<file path="src/rtl/mux_32_pkg.sv">
// Shared constants for the 32-to-1 datapath mux: select width and the
// heap numbering used to lay out the binary selection tree.
package mux_32_pkg;
    localparam int SEL_W     = 5;
    localparam int NUM_IN    = 32;
    localparam int LEAF_BASE = NUM_IN;

    // Tree nodes use heap numbering: 1 is the root, node i feeds from 2i and
    // 2i+1, leaves are 32..63. Root uses select[4], leaf-level muxes select[0].
    function automatic int node_sel_bit(input int node);
        return SEL_W - $clog2(node + 1);
    endfunction
endpackage

</file>
<file path="src/rtl/mux_32_mux2.sv">
// N-bit 2:1 mux, the building block of the mux_32 selection tree.
module mux2 #(
    parameter int N = 32
) (
    input  logic [N-1:0] i_a,
    input  logic [N-1:0] i_b,
    input  logic         i_sel,
    output logic [N-1:0] o_y
);
    assign o_y = i_sel ? i_b : i_a;
endmodule

</file>
<file path="src/rtl/mux_32.sv">
// N-bit 32-to-1 mux built as a 5-level tree of mux2, with a registered copy
// of the selected word for pipelined consumers.
module mux_32
    import mux_32_pkg::*;
#(
    parameter int N = 32
) (
    input  logic             clk,
    input  logic             rst,
    input  logic [N-1:0]     in00, in01, in02, in03, in04, in05, in06, in07,
    input  logic [N-1:0]     in08, in09, in10, in11, in12, in13, in14, in15,
    input  logic [N-1:0]     in16, in17, in18, in19, in20, in21, in22, in23,
    input  logic [N-1:0]     in24, in25, in26, in27, in28, in29, in30, in31,
    input  logic [SEL_W-1:0] select,
    output logic [N-1:0]     out,
    output logic [N-1:0]     out_q
);
    logic [N-1:0] w_node [1:2*NUM_IN-1];
    logic [N-1:0] r_out_q;

    assign w_node[32] = in00; assign w_node[33] = in01; assign w_node[34] = in02; assign w_node[35] = in03;
    assign w_node[36] = in04; assign w_node[37] = in05; assign w_node[38] = in06; assign w_node[39] = in07;
    assign w_node[40] = in08; assign w_node[41] = in09; assign w_node[42] = in10; assign w_node[43] = in11;
    assign w_node[44] = in12; assign w_node[45] = in13; assign w_node[46] = in14; assign w_node[47] = in15;
    assign w_node[48] = in16; assign w_node[49] = in17; assign w_node[50] = in18; assign w_node[51] = in19;
    assign w_node[52] = in20; assign w_node[53] = in21; assign w_node[54] = in22; assign w_node[55] = in23;
    assign w_node[56] = in24; assign w_node[57] = in25; assign w_node[58] = in26; assign w_node[59] = in27;
    assign w_node[60] = in28; assign w_node[61] = in29; assign w_node[62] = in30; assign w_node[63] = in31;

    for (genvar i = 1; i < LEAF_BASE; i++) begin : g_tree
        localparam int SB = node_sel_bit(i);
        mux2 #(.N(N)) u_mux2 (
            .i_a   (w_node[2*i]),
            .i_b   (w_node[2*i+1]),
            .i_sel (select[SB]),
            .o_y   (w_node[i])
        );
    end

    assign out = w_node[1];

    always_ff @(posedge clk) begin
        if (rst) r_out_q <= '0;
        else     r_out_q <= w_node[1];
    end

    assign out_q = r_out_q;
endmodule

</file>
<file path="config.mk">
export PLATFORM = sky130hd
export DESIGN_NAME = mux_32
export DESIGN_NICKNAME = d
export VERILOG_FILES = /design/src/rtl/mux_32_pkg.sv /design/src/rtl/mux_32_mux2.sv /design/src/rtl/mux_32.sv
export SDC_FILE = /design/constraint.sdc
export NUM_CORES = 1
export LEC_CHECK = 0
export CAP_MARGIN = 20
export CORE_AREA = 5 5 424 426
export DETAILED_ROUTE_END_ITERATION = 16
export DIE_AREA = 0 0 429 431
export PLACE_DENSITY_LB_ADDON = 0.25
export REMOVE_ABC_BUFFERS = 1
export SETUP_SLACK_MARGIN = 0.05
export SYNTH_ARGS = -nofsm -noshare
export SYNTH_HDL_FRONTEND = slang
export SYNTH_SLANG_ARGS = --single-unit
</file>
<file path="constraint.sdc">
create_clock -name clk -period 2.3 [get_ports clk]
set_input_delay 0.345 -clock clk [delete_from_list [all_inputs] [get_ports clk]]
set_output_delay 0.345 -clock clk [all_outputs]
set_load 0.01 [all_outputs]
</file>
==> qor.csv, run 1 <==
metric,value,unit
status,"finished, violations left",
failing checks,setup timing,
root buf cell,clkbuf_16,
initial drt markers,805,
CTS hold repair buffers,0,
Starting Density,5.56,%
post-synth top area cell,mux2i_1,
Clock Path Buffers,2,
Yosys cell types,16,
CP peak stage delay,0.42,ns
PD cells,259,nW/um2
routability cong.,0.889,
DRC errors left,0,
TritonCTS Buffers,5,
Vias,15100,
row count,154,
Hold Worst Slack,0.433,ns
minimum clock period,2.60,ns
post-route ant nets,0,
Crit. End Element,output port,
dominant cells by area after synthesis,"mux2i_1 53%, a22oi_1 20%, a21oi_1 6.6%",
CP cell instances,buf_12 -> buf_16 -> buf_16 -> buf_4 -> mux2i_1 -> a22oi_2 -> a21oi_2 -> nor4_4 -> buf_4 -> buf_4,
Gate Count Post-Synth,1129,
CTS tree,yes,
Synth top area share,52.6,%
P_leak,10.3,nW
drt wl/cell,24.6,um
sequential fraction of the synthesis area,6.57,%
final global-route overflow total,0,
Routed WL,117000,um
1st-pass router iterations,5,
fin crit share,113,%
Post-Syn Area,9750,um2
Max Slew Vio Count,0,
# Max-Cap Violations,0,
DR vias/cell,3.17,
RSZ-0062 raised after global routing,yes,
Final setup violation count,32,
number of flip-flops under the largest register name,32,
synthesized flop and latch total,32,
Final Hold Viols,0,
depth of the CTS H-tree,2,
VDD IR max,0.284,mV
setup ws final,-0.300,ns
Clock transition at path regs,0.09,ns
worst slew pin tran,0.472,ns
max_slew headroom,67.7,%
largest net degree at the start of global routing,28,
Synth Area per Inst,8.64,um2
first-pass GRT wire length,149000,um
vias in the first global route,16500,
fin nets,3430,
share of layout cells above drive strength 1,22.5,%
Area after DPL,25000,um2
total track usage,11.8,%
Core ar.,175000,um2
Die Wd,429,um
"Arr. time, crit path",2.25,ns
setup TNS,-6.22,ns
port bufs,1094,
final HPWL from detailed placement,103000,um
initial antenna violation count,31,
Die ar.,185000,um2
most frequent cells in the layout,"1056 x clkdlybuf4s50_1, 452 x mux2i_1, 211 x buf_4",
CTS Sinks,32,
"Warnings, synthesis",0,
fmax,385,MHz
final instance area,27300,um2
crit-path max FO,14,
min-delay worst type,input pin to register,
Die H,431,um
pre-CTS setup slack,-1.58,ns
CP max-delay cell,nor4_4,
CP most frequent cell,buf_4,
# fillers,19900,
IO Count,1095,
Layout area overhead,180,%
CP Class,input pin to output port,
Startpoint Class,input pin,
Crit path required time,1.96,ns
"most common cell after layout, fill and taps aside",clkdlybuf4s50_1,
[what timing repair did]
item / 4_1_cts / 5_1_grt
buffers inserted: 43 / 18
cloned: 7 / 6
resized for setup: 331 / 89
endpoints found under the setup margin: 62 / 33
pin swaps: 63 / 47
[final cells by class]
type	count	area [um2]	area share, %
well taps	2340	2930	10.7
repair buffers	1392	14100	51.8
diodes	9	22.5	0.0826
flip-flops and latches	32	641	2.35
multi-input cells	968	9400	34.5
clock inverters	3	42.5	0.156
clock buffers	5	125	0.459
[worst max-delay path: cells and delay by family]
kind	cells	cell delay, ns
AO/OA/AOI/OAI	2	0.41
buffers and inverters	6	0.93
multiplexers	1	0.13
AND/OR/NAND/NOR	1	0.42
[path summary, 6_finish.rpt]
kind / start / to / slack [ns] / cells past startpoint
worst min-delay path: rst / out_q[0]$_SDFF_PP0_ / 0.43 / 2
worst max-delay path: select[1] / out[27] / -0.30 / 10
[synth_stat cells]
| cell | count |
|---|---|
| clkbuf_1 | 60 |
| buf_1 | 11 |
| buf_2 | 4 |
| nor4_2 | 32 |
| buf_4 | 31 |
| nand2b_1 | 2 |
| a21oi_1 | 128 |
| and2_1 | 1 |
| nor2_1 | 1 |
| a22oi_1 | 256 |
| buf_6 | 23 |
| dfxtp_1 | 32 |
| nor2b_1 | 34 |
| mux2i_1 | 512 |
| nand2_1 | 1 |
| or2_2 | 1 |
[routing by layer]
layer | GRT usage [%] | wire length [um] | part of all wire [%]
met5 | 0 | 85 | 0.073
met2 | 21.2 | 59500 | 51
met1 | 14.3 | 48200 | 41
met4 | 2.29 | 1780 | 1.5
met3 | 3.11 | 7230 | 6.2
[kinds of logic after synthesis]
group	after synthesis	share of synthesized area (%)
buffers and inverters	129	7.98
AO/OA/AOI/OAI	384	26.3
AND/OR/NAND/NOR	72	6.62
flip-flops	32	6.57
multiplexers	512	52.6
[metrics by stage]
step,total power [W],utilization [%],cells
after floorplan,0.00188,-,1000
after global placement,0.00563,14.2,4663
after detailed placement,0.00561,14.3,4664
after CTS,0.00709,15.2,4718
after global routing,0.00746,15.5,4746
final,0.00708,15.6,4749
[report_power, final]
| group | internal (W) | switching (W) |
|---|---|---|
| clock | 0.000516 | 0.000475 |
| sequential | 0.000616 | 0.0000176 |
| combinational | 0.00318 | 0.00227 |
Power figures use the tool's default switching activity.
==> run 2, diff against run 1 <==
- SKIP_LAST_GASP: not set -> 1
==> run 2 against run 1 <==
The run still ends with setup timing left. Routed wire length is 0.19% lower. Sequential share of layout area about the same. Count of clock-buffer cells in the layout unchanged. Setup slack worse by 0.014 ns. Critical path depth up 1.
==> qor.csv, run 2 (same netlist as run 1, synthesis figures left out) <==
metric,value,unit,change
Die ar.,185000,um2,unchanged
most frequent cells in the layout,"1056 x clkdlybuf4s50_1, 453 x mux2i_1, 210 x a22oi_1",,
final global-route overflow total,0,,unchanged
setup ws final,-0.314,ns,-0.0143 ns
root buf cell,clkbuf_16,,
1st-pass router iterations,5,,unchanged
Hold Worst Slack,0.427,ns,-0.00588 ns
Die Wd,429,um,unchanged
Crit. End Element,output port,,
largest net degree at the start of global routing,28,,unchanged
VDD IR max,0.284,mV,about the same
share of layout cells above drive strength 1,21.7,%,-0.80 points
Starting Density,5.56,%,unchanged
row count,154,,unchanged
minimum clock period,2.61,ns,+0.0143 ns
"Arr. time, crit path",2.27,ns,+0.02 ns
Layout area overhead,178,%,
routability cong.,0.889,,unchanged
DR vias/cell,3.17,,-0.16%
post-route ant nets,0,,unchanged
max_slew headroom,68.4,%,+0.74 points
Startpoint Class,input pin,,
fin crit share,114,%,+0.62 points
final HPWL from detailed placement,103000,um,unchanged
RSZ-0062 raised after global routing,yes,,
CTS tree,yes,,
min-delay worst type,input pin to register,,
Routed WL,117000,um,-0.19%
worst slew pin tran,0.461,ns,-0.0108 ns
Die H,431,um,unchanged
Vias,15000,,-0.41%
CTS hold repair buffers,0,,unchanged
dpl cells,4664,,unchanged
fin nets,3417,,-0.38%
port bufs,1094,,unchanged
Tot Pwr,0.00705,W,-0.31%
status,"finished, violations left",,
final std cells w/o fill,4737,,-0.25%
Core ar.,175000,um2,unchanged
# Max-Cap Violations,0,,unchanged
Max Slew Vio Count,0,,unchanged
first-pass GRT wire length,149000,um,about the same
CP Class,input pin to output port,,
depth of the CTS H-tree,2,,unchanged
PD cells,260,nW/um2,+0.12%
# fillers,19900,,+0.045%
"most common cell after layout, fill and taps aside",clkdlybuf4s50_1,,
IO Count,1095,,unchanged
drt wl/cell,24.6,um,about the same
initial drt markers,883,,+9.7%
initial antenna violation count,31,,unchanged
P_leak,10.2,nW,-0.57%
total track usage,11.8,%,about the same
vias in the first global route,16500,,-0.042%
Final Hold Viols,0,,unchanged
pre-CTS setup slack,-1.58,ns,unchanged
failing checks,setup timing,,
Final setup violation count,32,,unchanged
Clock transition at path regs,0.09,ns,about the same
CTS Sinks,32,,unchanged
TritonCTS Buffers,5,,unchanged
crit-path max FO,8,,-6
fmax,383,MHz,-0.55%
Clock Path Buffers,2,,unchanged
number of flip-flops under the largest register name,32,,unchanged
Crit path required time,1.96,ns,about the same
DRC errors left,0,,unchanged
run 2: per-layer routing:
layer	global-route usage [%]	routed length [um]
met5	0	88
met4	2.29	1720
met3	3.15	7320
met2	21.2	59300
met1	14.2	48100
run 2: worst paths after layout:
path | startpoint | end | slack [ns] | depth (start not counted)
hold / removal | rst | out_q[0]$_SDFF_PP0_ | 0.43 | 2
setup / recovery | select[1] | out[19] | -0.31 | 11
run 2: final cells by class:
class                           instances  area, um2  share of cell area, %
Sequential cell                        32        641                   2.36
Clock buffer                            5        125                  0.461
Clock inverter                          3       42.5                  0.157
Multi-Input combinational cell        968       9380                   34.5
Timing Repair Buffer                 1379      14000                   51.6
Tap cell                             2340       2930                   10.8
Antenna cell                           10       25.0                 0.0922
run 2: per-stage QoR:
step,TNS (ns),area [um2],util (%)
2_1_floorplan,-209.92,8970,-
3_3_place_gp,-62.13,25000,14.2
3_5_place_dp,-61.05,25000,14.3
4_1_cts,-8.58,26600,15.2
5_1_grt,-9.11,27100,15.5
6_report,-6.09,27200,15.5
run 2: critical path, cell delays in order:
cell	delay [ns]
buf_12	0.14
buf_16	0.18
buf_12	0.16
buf_4	0.12
mux2i_1	0.35
a22oi_1	0.18
buf_4	0.19
a21oi_2	0.22
nor4_4	0.06
buf_6	0.15
buf_12	0.12
run 2: power by group:
group	internal [W]	switching (W)	leakage [nW]	total, W
Clock	0.000516	0.000482	0.0799	0.000998
Combinational	0.00316	0.00226	9.89	0.00542
Sequential	0.000616	0.0000176	0.268	0.000634
Total	0.00429	0.00276	10.2	0.00705
run 2: repair_timing:
item,in CTS,in global routing
buffers inserted,43,6
pin swaps,63,42
resized for setup,320,89
cloned,7,5
endpoints found under the setup margin,62,33
